**config.mk**
```make
export PLATFORM = sky130hd
export DESIGN_NAME = microstepper_chopper_sequencer
export DESIGN_NICKNAME = d
export VERILOG_FILES = /design/src/rtl/microstepper_pkg.sv /design/src/rtl/microstepper_chopper_sequencer_if.sv /design/src/rtl/chopper_channel_fsm.sv /design/src/rtl/microstepper_chopper_sequencer.sv
export SDC_FILE = /design/constraint.sdc
export NUM_CORES = 1
export LEC_CHECK = 0
export BUFFER_PORTS_ARGS = -buffer_cell sky130_fd_sc_hd__buf_2
export CAP_MARGIN = 20
export CORE_ASPECT_RATIO = 0.9
export CORE_MARGIN = 8
export CORE_UTILIZATION = 35
export CTS_BUF_LIST = sky130_fd_sc_hd__clkbuf_8 sky130_fd_sc_hd__clkbuf_16
export DETAILED_ROUTE_END_ITERATION = 8
export PLACE_DENSITY = 0.63
export SLEW_MARGIN = 20
export SYNTH_ARGS = -nofsm -noshare
export SYNTH_HDL_FRONTEND = slang
export SYNTH_SLANG_ARGS = --single-unit
export TNS_END_PERCENT = 100
```
**constraint.sdc**
```tcl
create_clock -name clk -period 5.95 [get_ports clk]
set_clock_uncertainty 0.2 [all_clocks]
set_input_delay 1.19 -clock clk [delete_from_list [all_inputs] [get_ports clk]]
set_output_delay 1.19 -clock clk [all_outputs]
set_load 0.01 [all_outputs]
```
**src/rtl/microstepper_pkg.sv**
```systemverilog
// rtl/microstepper_pkg.sv - shared chopper state encoding and default timer widths
package microstepper_pkg;

    localparam int BLANK_W = 8;
    localparam int OFF_W   = 10;

    typedef enum logic [1:0] {
        CHOP_IDLE  = 2'd0,
        CHOP_BLANK = 2'd1,
        CHOP_ON    = 2'd2,
        CHOP_OFF   = 2'd3
    } chop_state_t;

endpackage

```
**src/rtl/microstepper_chopper_sequencer_if.sv**
```systemverilog
// rtl/microstepper_chopper_sequencer_if.sv - per-channel control/status bundle between sequencer and channel FSM
interface microstepper_chopper_sequencer_if #(
    parameter int BLANK_W = microstepper_pkg::BLANK_W,
    parameter int OFF_W   = microstepper_pkg::OFF_W
);
    logic               enable;
    logic               phase_change;
    logic [BLANK_W-1:0] config_blank_time;
    logic [OFF_W-1:0]   config_off_time;
    logic [BLANK_W-1:0] config_minimum_on_time;
    logic               offtimer_en;
    logic [BLANK_W-1:0] blank_timer;
    logic [OFF_W-1:0]   off_timer;
    logic [BLANK_W-1:0] minimum_on_timer;
    logic [1:0]         chop_state;

    modport master (
        output enable, phase_change, config_blank_time, config_off_time,
               config_minimum_on_time, offtimer_en,
        input  blank_timer, off_timer, minimum_on_timer, chop_state
    );

    modport slave (
        input  enable, phase_change, config_blank_time, config_off_time,
               config_minimum_on_time, offtimer_en,
        output blank_timer, off_timer, minimum_on_timer, chop_state
    );
endinterface

```
**src/rtl/chopper_channel_fsm.sv**
```systemverilog
// rtl/chopper_channel_fsm.sv - one H-bridge chopper FSM with blank, off and minimum-on timers
module chopper_channel_fsm #(
    parameter int BLANK_W = microstepper_pkg::BLANK_W,
    parameter int OFF_W   = microstepper_pkg::OFF_W
) (
    input  logic clk,
    input  logic reset,
    microstepper_chopper_sequencer_if.slave bus
);
    import microstepper_pkg::*;

    localparam logic [1:0] S_IDLE  = CHOP_IDLE;
    localparam logic [1:0] S_BLANK = CHOP_BLANK;
    localparam logic [1:0] S_ON    = CHOP_ON;
    localparam logic [1:0] S_OFF   = CHOP_OFF;

    logic [1:0]         state;
    logic [BLANK_W-1:0] blank_q;
    logic [OFF_W-1:0]   off_q;
    logic [BLANK_W-1:0] minon_q;
    logic [BLANK_W-1:0] minon_next;
    logic [1:0]         load_state;

    assign minon_next = (minon_q != '0) ? minon_q - BLANK_W'(1) : '0;
    // A zero blank length skips BLANK entirely on every load.
    assign load_state = (bus.config_blank_time == '0) ? S_ON : S_BLANK;

    always_ff @(posedge clk) begin
        if (reset || !bus.enable) begin
            state   <= S_IDLE;
            blank_q <= '0;
            off_q   <= '0;
            minon_q <= '0;
        end else if (state == S_IDLE || bus.phase_change) begin
            state   <= load_state;
            blank_q <= bus.config_blank_time;
            minon_q <= bus.config_minimum_on_time;
            off_q   <= '0;
        end else begin
            minon_q <= minon_next;
            case (state)
                S_BLANK: begin
                    if (blank_q <= BLANK_W'(1)) begin
                        blank_q <= '0;
                        state   <= S_ON;
                    end else begin
                        blank_q <= blank_q - BLANK_W'(1);
                    end
                end
                S_ON: begin
                    if (bus.offtimer_en && bus.config_off_time != '0) begin
                        off_q <= bus.config_off_time;
                        state <= S_OFF;
                    end
                end
                S_OFF: begin
                    // Off expiry re-arms the next blank/minimum-on window in the same edge.
                    if (off_q <= OFF_W'(1)) begin
                        off_q   <= '0;
                        blank_q <= bus.config_blank_time;
                        minon_q <= bus.config_minimum_on_time;
                        state   <= load_state;
                    end else begin
                        off_q <= off_q - OFF_W'(1);
                    end
                end
                default: state <= S_IDLE;
            endcase
        end
    end

    assign bus.chop_state       = state;
    assign bus.blank_timer      = blank_q;
    assign bus.off_timer        = off_q;
    assign bus.minimum_on_timer = minon_q;

endmodule

```
**src/rtl/microstepper_chopper_sequencer.sv**
```systemverilog
// rtl/microstepper_chopper_sequencer.sv - two-bridge chopper timing sequencer fanning shared controls to two channel FSMs
module microstepper_chopper_sequencer #(
    parameter int BLANK_W = microstepper_pkg::BLANK_W,
    parameter int OFF_W   = microstepper_pkg::OFF_W
) (
    input  logic               clk,
    input  logic               reset,
    input  logic               enable,
    input  logic               phase_change,
    input  logic [BLANK_W-1:0] config_blank_time,
    input  logic [OFF_W-1:0]   config_off_time,
    input  logic [BLANK_W-1:0] config_minimum_on_time,
    input  logic               offtimer_en0,
    input  logic               offtimer_en1,
    output logic [BLANK_W-1:0] blank_timer0,
    output logic [BLANK_W-1:0] blank_timer1,
    output logic [OFF_W-1:0]   off_timer0,
    output logic [OFF_W-1:0]   off_timer1,
    output logic [BLANK_W-1:0] minimum_on_timer0,
    output logic [BLANK_W-1:0] minimum_on_timer1,
    output logic [1:0]         chop_state0,
    output logic [1:0]         chop_state1
);
    microstepper_chopper_sequencer_if #(.BLANK_W(BLANK_W), .OFF_W(OFF_W)) bus0 ();
    microstepper_chopper_sequencer_if #(.BLANK_W(BLANK_W), .OFF_W(OFF_W)) bus1 ();

    assign bus0.enable                 = enable;
    assign bus0.phase_change           = phase_change;
    assign bus0.config_blank_time      = config_blank_time;
    assign bus0.config_off_time        = config_off_time;
    assign bus0.config_minimum_on_time = config_minimum_on_time;
    assign bus0.offtimer_en            = offtimer_en0;

    assign bus1.enable                 = enable;
    assign bus1.phase_change           = phase_change;
    assign bus1.config_blank_time      = config_blank_time;
    assign bus1.config_off_time        = config_off_time;
    assign bus1.config_minimum_on_time = config_minimum_on_time;
    assign bus1.offtimer_en            = offtimer_en1;

    chopper_channel_fsm #(.BLANK_W(BLANK_W), .OFF_W(OFF_W)) u_phase_a (
        .clk   (clk),
        .reset (reset),
        .bus   (bus0)
    );

    chopper_channel_fsm #(.BLANK_W(BLANK_W), .OFF_W(OFF_W)) u_phase_b (
        .clk   (clk),
        .reset (reset),
        .bus   (bus1)
    );

    assign blank_timer0      = bus0.blank_timer;
    assign off_timer0        = bus0.off_timer;
    assign minimum_on_timer0 = bus0.minimum_on_timer;
    assign chop_state0       = bus0.chop_state;
    assign blank_timer1      = bus1.blank_timer;
    assign off_timer1        = bus1.off_timer;
    assign minimum_on_timer1 = bus1.minimum_on_timer;
    assign chop_state1       = bus1.chop_state;

endmodule

```
==> key figures, run 1 <==
Setup path
  • Family with the most delay on the worst path: simple AND/OR/NAND/NOR gates
  • WP data arrival: 2.96 ns
  • Worst Path Buf+Inv: 1
  • Slowest stage delay, CP: 0.56 ns
  • CP cell instances: buf_2 -> nor4_1 -> a41oi_1 -> and3_1 -> a32o_1
  • Crit path max-delay cell type: nor4_1
  • Worst setup EP type: flip-flop
  • Worst setup SP type: input pin
  • Worst Setup Path Type: input pin to flip-flop
  • CP required: 5.94 ns
  • Crit-path max FO: 12

Clock network
  • Clock sink count: 56
  • Clock buffer depth: 2
  • Clk slew on worst S/H paths: 0.07 ns
  • Post-CTS Setup Inserts: 0
  • H-tree depth: 2
  • Clk Latency, worst-skew pair: 0.29 ns
  • CTS buffer count: 5
  • TritonCTS clock tree: done
  • Root Driver: clkbuf_16
  • Post-CTS resize count: 0
  • CTS Hold Bufs: 0

Placement
  • Placed insts: 679
  • HPWL reported at the end of detailed placement: 9060 microns
  • Gp weighted congestion: 0.917
  • Place WS: 2.69 ns
  • Placed instance area: 4200 sq um
  • IO buf count: 87

Synth
  • Seq/Total Area, Yosys: 0.304
  • Cell count after synthesis: 486
  • Post-synth EDFFs: 0
  • Post-Syn Nets: 530
  • Seq cells post-synth: 56
  • Number of distinct library cells after synthesis: 63
  • Ys async rst share: 0
  • Yosys Warn Count: 0
  • Syn Area/Cell: 7.59 sq um
  • Synth Flop Type: dfxtp_1
  • Synth Cell Area: 3690 sq um

Drt
  • Via Count: 4025
  • Vias/cell: 5.87
  • DR WL/cell: 17.4 microns
  • DRT Wirelength: 11900 microns
  • DRC violation count after routing: 0
  • Iter 0 DRT Violations: 363
  • Initial DRT Pass Iterations: 5
  • Routed Antenna Nets: 0

Layout
  • Synthesis-to-layout area growth: 17.7%
  • Final instance area: 4340 sq um
  • Fin cells: 686
  • Most frequent cells in the layout: 87 x buf_2, 57 x nor2_1, 56 x dfxtp_1
  • Final #Nets: 601
  • Ant. Diodes: 0
  • Layout cells sized above 1: 0.205
  • Most common cell after layout, fill and taps aside: buf_2

STA
  • Hold_ws: 0.290 ns
  • RSZ-0062 raised after global routing: no
  • Final Setup Violations: 0
  • Least-Margin Pin Slew: 1.00 ns
  • Period utilisation layout: 0.499
  • Max-slew violation count: 0
  • Hold Fails Final Rpt: 0
  • Setup ws final: 2.98 ns
  • Setup TNS: 0 ns
  • Relative slew margins: 0.331
  • Final min period: 2.97 ns
  • Max Clock Freq: 337 MHz

Global route
  • Initial antenna violation count: 0
  • Tot GR Track Use: 0.165
  • Overflow after GRT: 0
  • Number of global-route vias before repair: 3967
  • Largest net degree at the start of global routing: 28
  • First-pass GRT wire length: 20100 microns

Pwr
  • Lkg Pwr: 1.77 nW
  • PwrDens: 202 nW/um^2
  • Maximum vdd ir drop: 0.119 mV

Die
  • Die Wd: 124 microns
  • CORE AREA: 10200 sq um
  • Starting Density: 0.360
  • Row cnt: 35
  • IO Pins: 88
  • Die Y: 113 microns
  • Total Die Area: 14100 sq um

Hold path
  • Hold Path Class: flip-flop to flip-flop

Run
  • Max-cap violation count: 0

Status
  • Status: finished, final reports clean
-- layout make-up --
class / count / area, sq um
clock buffer: 6 / 139
timing repair buffer: 89 / 450
inverter: 24 / 90.1
sequential: 56 / 1120
clock inverter: 1 / 8.76
tap: 129 / 161
multi-input combinational: 381 / 2370
fill: 1078 / 5900
-- cell families (layout without fill, tap and decap cells) --
kind of cell,Yosys count,in the layout,synth area share
AOI/OAI and AO/OA,163,163,0.300
xor gates and xnor gates,8,8,0.0190
adders and majority gates,12,12,0.0407
buffers and inverters,49,120,0.0542
DFF,56,56,0.304
muxes,7,7,0.0193
and+or+nand+nor,191,191,0.263
-- per-layer routing --
metal  up-vias  global-route usage  routed length, microns
met1      1899               0.226                    5770
met2       152               0.260                    5310
met3         6              0.0389                     773
li1       1968                   -                       -
met5         -                   0                       0
met4         0              0.0329                      65
-- report_power, final --
group	switching [W]	internal, W	total, W
Clock	0.000137	0.000166	0.000303
Sequential	0.0000202	0.000387	0.000407
Combinational	0.0000984	0.0000678	0.000166
Total	0.000255	0.000622	0.000877
-- tightest hold or removal path: cells and delay by family (launching register included) --
| family | cells | cell delay [ns] |
|---|---|---|
| AO/OA/AOI/OAI | 1 | 0.06 |
| flip-flops | 1 | 0.33 |
| AND/OR/NAND/NOR | 1 | 0.06 |
-- per-stage QoR --
stage                util  power (W)
floorplan               -   0.000523
global placement    0.409   0.000578
detailed placement  0.409   0.000581
CTS                 0.424   0.000884
global route        0.424   0.000926
finish              0.424   0.000877
-- final timing paths --
path                                  endpoint  slack [ns]  depth (start not counted)                         start
setup / recovery    u_phase_b.bus.off_timer[2]        2.98                          5            config_off_time[4]
hold / removal    u_phase_a.bus.blank_timer[3]        0.29                          2  u_phase_a.bus.blank_timer[3]
setup reg to reg    u_phase_b.bus.off_timer[4]        3.25                          5    u_phase_b.bus.off_timer[5]
hold reg to reg   u_phase_a.bus.blank_timer[3]        0.29                          2  u_phase_a.bus.blank_timer[3]
-- registers in the layout (all words and copies together), names as in the netlist --
register,flops
u_phase_b.bus.blank_timer,8
u_phase_b.bus.chop_state,2
u_phase_b.bus.minimum_on_timer,8
u_phase_a.bus.minimum_on_timer,8
u_phase_a.bus.chop_state,2
u_phase_b.bus.off_timer,10
u_phase_a.bus.blank_timer,8
u_phase_a.bus.off_timer,10
-- cell usage after synthesis, drive strengths merged (3+ instances only) --
cell type | instances | area share
xnor2 | 6 | 0.014
or4 | 6 | 0.014
o21ai | 38 | 0.053
buf | 7 | 0.012
and2 | 4 | 0.0068
nor2b | 3 | 0.0051
a31oi | 7 | 0.012
nor3 | 32 | 0.046
or2 | 4 | 0.0068
nand2 | 35 | 0.036
a32o | 6 | 0.016
nor4 | 10 | 0.021
nand4 | 3 | 0.0051
nand3 | 16 | 0.022
a21o | 4 | 0.0081
ha | 12 | 0.041
or3 | 4 | 0.0068
nand2b | 6 | 0.010
clkbuf | 18 | 0.018
a21oi | 33 | 0.045
dfxtp | 56 | 0.30
o31ai | 18 | 0.037
inv | 24 | 0.024
mux2i | 6 | 0.016
o22ai | 3 | 0.0051
o211ai | 5 | 0.010
a22oi | 3 | 0.0061
o32ai | 4 | 0.0095
a41oi | 3 | 0.0071
nor2 | 57 | 0.058
a211oi | 21 | 0.044
Note: power is estimated with default switching activity, not from simulation.
==> run 2: changes to the inputs <==
--- a/config.mk
+++ b/config.mk
@@ -5,6 +5,7 @@
 export SDC_FILE = /design/constraint.sdc
 export NUM_CORES = 1
 export LEC_CHECK = 0
+export ABC_AREA = 1
 export BUFFER_PORTS_ARGS = -buffer_cell sky130_fd_sc_hd__buf_2
 export CAP_MARGIN = 20
 export CORE_ASPECT_RATIO = 0.9
@@ -12,7 +13,7 @@
 export CORE_UTILIZATION = 35
 export CTS_BUF_LIST = sky130_fd_sc_hd__clkbuf_8 sky130_fd_sc_hd__clkbuf_16
 export DETAILED_ROUTE_END_ITERATION = 8
-export PLACE_DENSITY = 0.63
+export PLACE_DENSITY = 0.65
 export SLEW_MARGIN = 20
 export SYNTH_ARGS = -nofsm -noshare
 export SYNTH_HDL_FRONTEND = slang
==> constraint.sdc (replaced) <==
create_clock -name clk -period 2.4 [get_ports clk]
set_clock_uncertainty 0.2 [all_clocks]
set_input_delay 0.48 -clock clk [delete_from_list [all_inputs] [get_ports clk]]
set_output_delay 0.48 -clock clk [all_outputs]
set_load 0.01 [all_outputs]
==> run 2 against run 1 <==
  * Routed wire length down 8.0%
  * Hold slack worse by 0.034 ns
  * Critical endpoint is now u_phase_a.bus.blank_timer[2]
  * Clock power rose to 3.1 times the previous value
  * Critical path type is now flip-flop to flip-flop
  * Synthesized area up 1.5%
  * Final cell count up 16%
==> key figures, run 2 <==
Setup path
  • Worst R2R Path Depth: 11 (+6)
  • Setup slack, reg-to-reg: 0.22 ns (-3.03 ns)
  • Worst Setup Path Type: flip-flop to flip-flop
  • Crit-path max FO: 12 (unchanged)
  • Worst setup EP type: flip-flop
  • Critical Path Source: u_phase_a.bus.off_timer[0]
  • FF-to-FF End: u_phase_a.bus.blank_timer[2]
  • CP Capture Point: u_phase_a.bus.blank_timer[2]
  • R2r startpoint: u_phase_a.bus.off_timer[0]
  • CP required: 2.39 ns (-3.55 ns)
  • WP data arrival: 2.17 ns (-0.79 ns)
  • Worst setup SP type: flip-flop

STA
  • RSZ-0062 raised after global routing: no
  • Setup TNS: 0 ns (unchanged)
  • Hold Fails Final Rpt: 0 (unchanged)
  • Max-slew violation count: 0 (unchanged)
  • Period utilisation layout: 0.907
  • Least-Margin Pin Slew: 0.522 ns (-0.482 ns)
  • Relative slew margins: 0.651 (+0.320)
  • Final min period: 2.18 ns
  • Max Clock Freq: 459 MHz
  • Setup ws final: 0.222 ns (-2.76 ns)
  • Final Setup Violations: 0 (unchanged)

Hold path
  • Hold Path Class: input pin to flip-flop

Synth
  • Synth Area in Compound Gates: 0.181 (-0.119)
  • Largest family of logic cells by synthesized area: simple AND/OR/NAND/NOR gates
  • Post-Synth XOR/XNOR Area: 0.0584 (+0.0394)
  • Number of distinct library cells after synthesis: 39 (-38%)
  • Post-Syn Nets: 619 (+17%)
  • Post-Synth Simple-Gate Area: 0.328 (+0.0648)
  • Post-synth EDFFs: 0 (unchanged)
  • Seq/Total Area, Yosys: 0.299 (-0.00456)
  • Top post-synthesis cells by area: dfxtp_1 30%, nor2_1 11%, nand2_1 9.6%, inv_1 6.4%, o21ai_0 4.9%
  • Cell count after synthesis: 575 (+18%)
  • Synth top area share: 0.299 (-0.00456)
  • Mux cell area share after synthesis: 0 (-0.0193)
  • Post-synth top cells: 114 x nor2_1, 96 x nand2_1, 64 x inv_1
  • Yosys Warn Count: 0 (unchanged)
  • Most common cell in the synthesized netlist: nor2_1
  • Synth Flop Type: dfxtp_1
  • Syn Area/Cell: 6.52 sq um (-14%)
  • Seq cells post-synth: 56 (unchanged)
  • Synth Area in Adders: 0.0401 (-0.000611)
  • Area leader, netlist: dfxtp_1
  • Ys async rst share: 0 (unchanged)
  • Synth Cell Area: 3750 sq um (+1.5%)

Clock network
  • TritonCTS clock tree: done
  • Clock sink count: 56 (unchanged)
  • Root Driver: clkbuf_16
  • CTS Hold Bufs: 0 (unchanged)
  • H-tree depth: 2 (unchanged)
  • Clk Latency, worst-skew pair: 0.30 ns (about the same)
  • CTS buffer count: 5 (unchanged)
  • Clk slew on worst S/H paths: 0.07 ns (about the same)
  • Clock buffer depth: 2 (unchanged)
  • Post-CTS Setup Inserts: 0 (unchanged)
  • Post-CTS resize count: 0 (unchanged)

Layout
  • Most frequent cells in the layout: 114 x nor2_1, 96 x nand2_1, 87 x buf_2
  • Layout cells sized above 1: 0.209 (+0.00467)
  • Final #Nets: 708 (+18%)
  • Synthesis-to-layout area growth: 20.0%
  • Final instance area: 4500 sq um (+3.6%)
  • Most common cell after layout, fill and taps aside: nor2_1
  • Fin cells: 797 (+16%)
  • Ant. Diodes: 0 (unchanged)

Global route
  • Initial antenna violation count: 0 (unchanged)
  • Tot GR Track Use: 0.151 (-0.0143)
  • Largest net degree at the start of global routing: 29 (+3.6%)
  • First-pass GRT wire length: 18100 microns (-9.8%)
  • Number of global-route vias before repair: 3804 (-4.1%)
  • Overflow after GRT: 0 (unchanged)

Pwr
  • P_sw: 0.000762 W (+200%)
  • Final Power: 0.00255 W (+190%)
  • Switch share: 0.298 (+0.00715)
  • Comb power frac: 0.239 (+0.050)
  • PwrDens: 567 nW/um^2 (+180%)
  • Lkg Pwr: 2.33 nW (+32%)
  • Maximum vdd ir drop: 0.365 mV (+210%)
  • Int Power: 0.00179 W (+190%)
  • Sequential Power Share: 0.399 (-0.066)
  • Clock share of power: 0.362 (+0.016)

Die
  • Die Y: 114 microns (+0.66%)
  • Die Wd: 125 microns (+0.66%)
  • IO Pins: 88 (unchanged)
  • CORE AREA: 10600 sq um (+3.7%)
  • Total Die Area: 14300 sq um (+1.3%)
  • Row cnt: 36 (+2.9%)
  • Starting Density: 0.353 (-0.00768)

Drt
  • Iter 0 DRT Violations: 206 (-43%)
  • Via Count: 3948 (-1.9%)
  • Vias/cell: 4.95 (-16%)
  • DRT Wirelength: 11000 microns (-8.0%)
  • Routed Antenna Nets: 0 (unchanged)
  • Initial DRT Pass Iterations: 5 (unchanged)
  • DR WL/cell: 13.8 microns (-21%)
  • DRC violation count after routing: 0 (unchanged)

Placement
  • IO buf count: 87 (unchanged)
  • Placed insts: 790 (+16%)
  • HPWL reported at the end of detailed placement: 8790 microns (-3.0%)
  • Gp weighted congestion: 0.894 (-2.6%)
  • Place WS: 0.269 ns (-2.42 ns)
  • Placed instance area: 4310 sq um (+2.8%)

Run
  • Max-cap violation count: 0 (unchanged)

Status
  • Status: finished, final reports clean
## run 2: cell type report
| class | count | area (sq um) |
|---|---|---|
| clock inverter | 2 | 60.1 |
| fill | 1154 | 6130 |
| tap | 133 | 166 |
| inverter | 76 | 293 |
| multi-input combinational | 435 | 2270 |
| sequential | 56 | 1120 |
| clock buffer | 5 | 125 |
| timing repair buffer | 90 | 458 |
## run 2: worst min path at each step
stage                                       startpoint  cells after the start  slack, ns                                end
after global routing         config_minimum_on_time[7]                      3       0.26  u_phase_a.bus.minimum_on_timer[7]
after global placement    u_phase_a.bus.blank_timer[3]                      2       0.30       u_phase_a.bus.blank_timer[3]
after CTS                    config_minimum_on_time[5]                      3       0.25  u_phase_a.bus.minimum_on_timer[5]
after detailed placement  u_phase_a.bus.blank_timer[3]                      2       0.30       u_phase_a.bus.blank_timer[3]
after floorplan           u_phase_a.bus.blank_timer[3]                      2       0.30       u_phase_a.bus.blank_timer[3]
final                        config_minimum_on_time[3]                      2       0.26  u_phase_a.bus.minimum_on_timer[3]
## run 2: critical path, cell delays in order (launching register included)
cell,delay (ns)
dfxtp_1,0.35
inv_1,0.16
ha_1,0.24
inv_1,0.05
nand2_1,0.05
nand3_1,0.10
o21ai_2,0.28
nand2_1,0.11
nand2_2,0.22
inv_1,0.15
nor2_1,0.13
nor2_1,0.05
## run 2: per-layer routing
layer,track usage,share of wire,up-vias
met4,0.0316,0.0093,0
met3,0.0340,0.054,11
li1,-,-,2031
met5,0,0,-
met1,0.190,0.46,1799
met2,0.259,0.47,107
## run 2: cell families after synthesis
family,after synthesis
and+or+nand+nor,280
AOI/OAI and AO/OA,118
buffers and inverters,84
DFF,56
xor gates and xnor gates,25
adders and majority gates,12
## run 2: power by group through the flow
stage          combinational (W)  sequential, W  clock (W)
2_1_floorplan           0.000426        0.00105          0
3_3_place_gp            0.000602        0.00104          0
3_5_place_dp            0.000609        0.00104          0
4_1_cts                 0.000612        0.00102   0.000954
5_1_grt                 0.000692        0.00102    0.00100
6_report                0.000609        0.00102   0.000925
## run 2: stage by stage
stage	hold WS, ns	utilization
finish	0.255	0.423
global route	0.255	0.423
CTS	0.253	0.423
detailed placement	0.296	0.406
global placement	0.304	0.406
floorplan	0.304	-
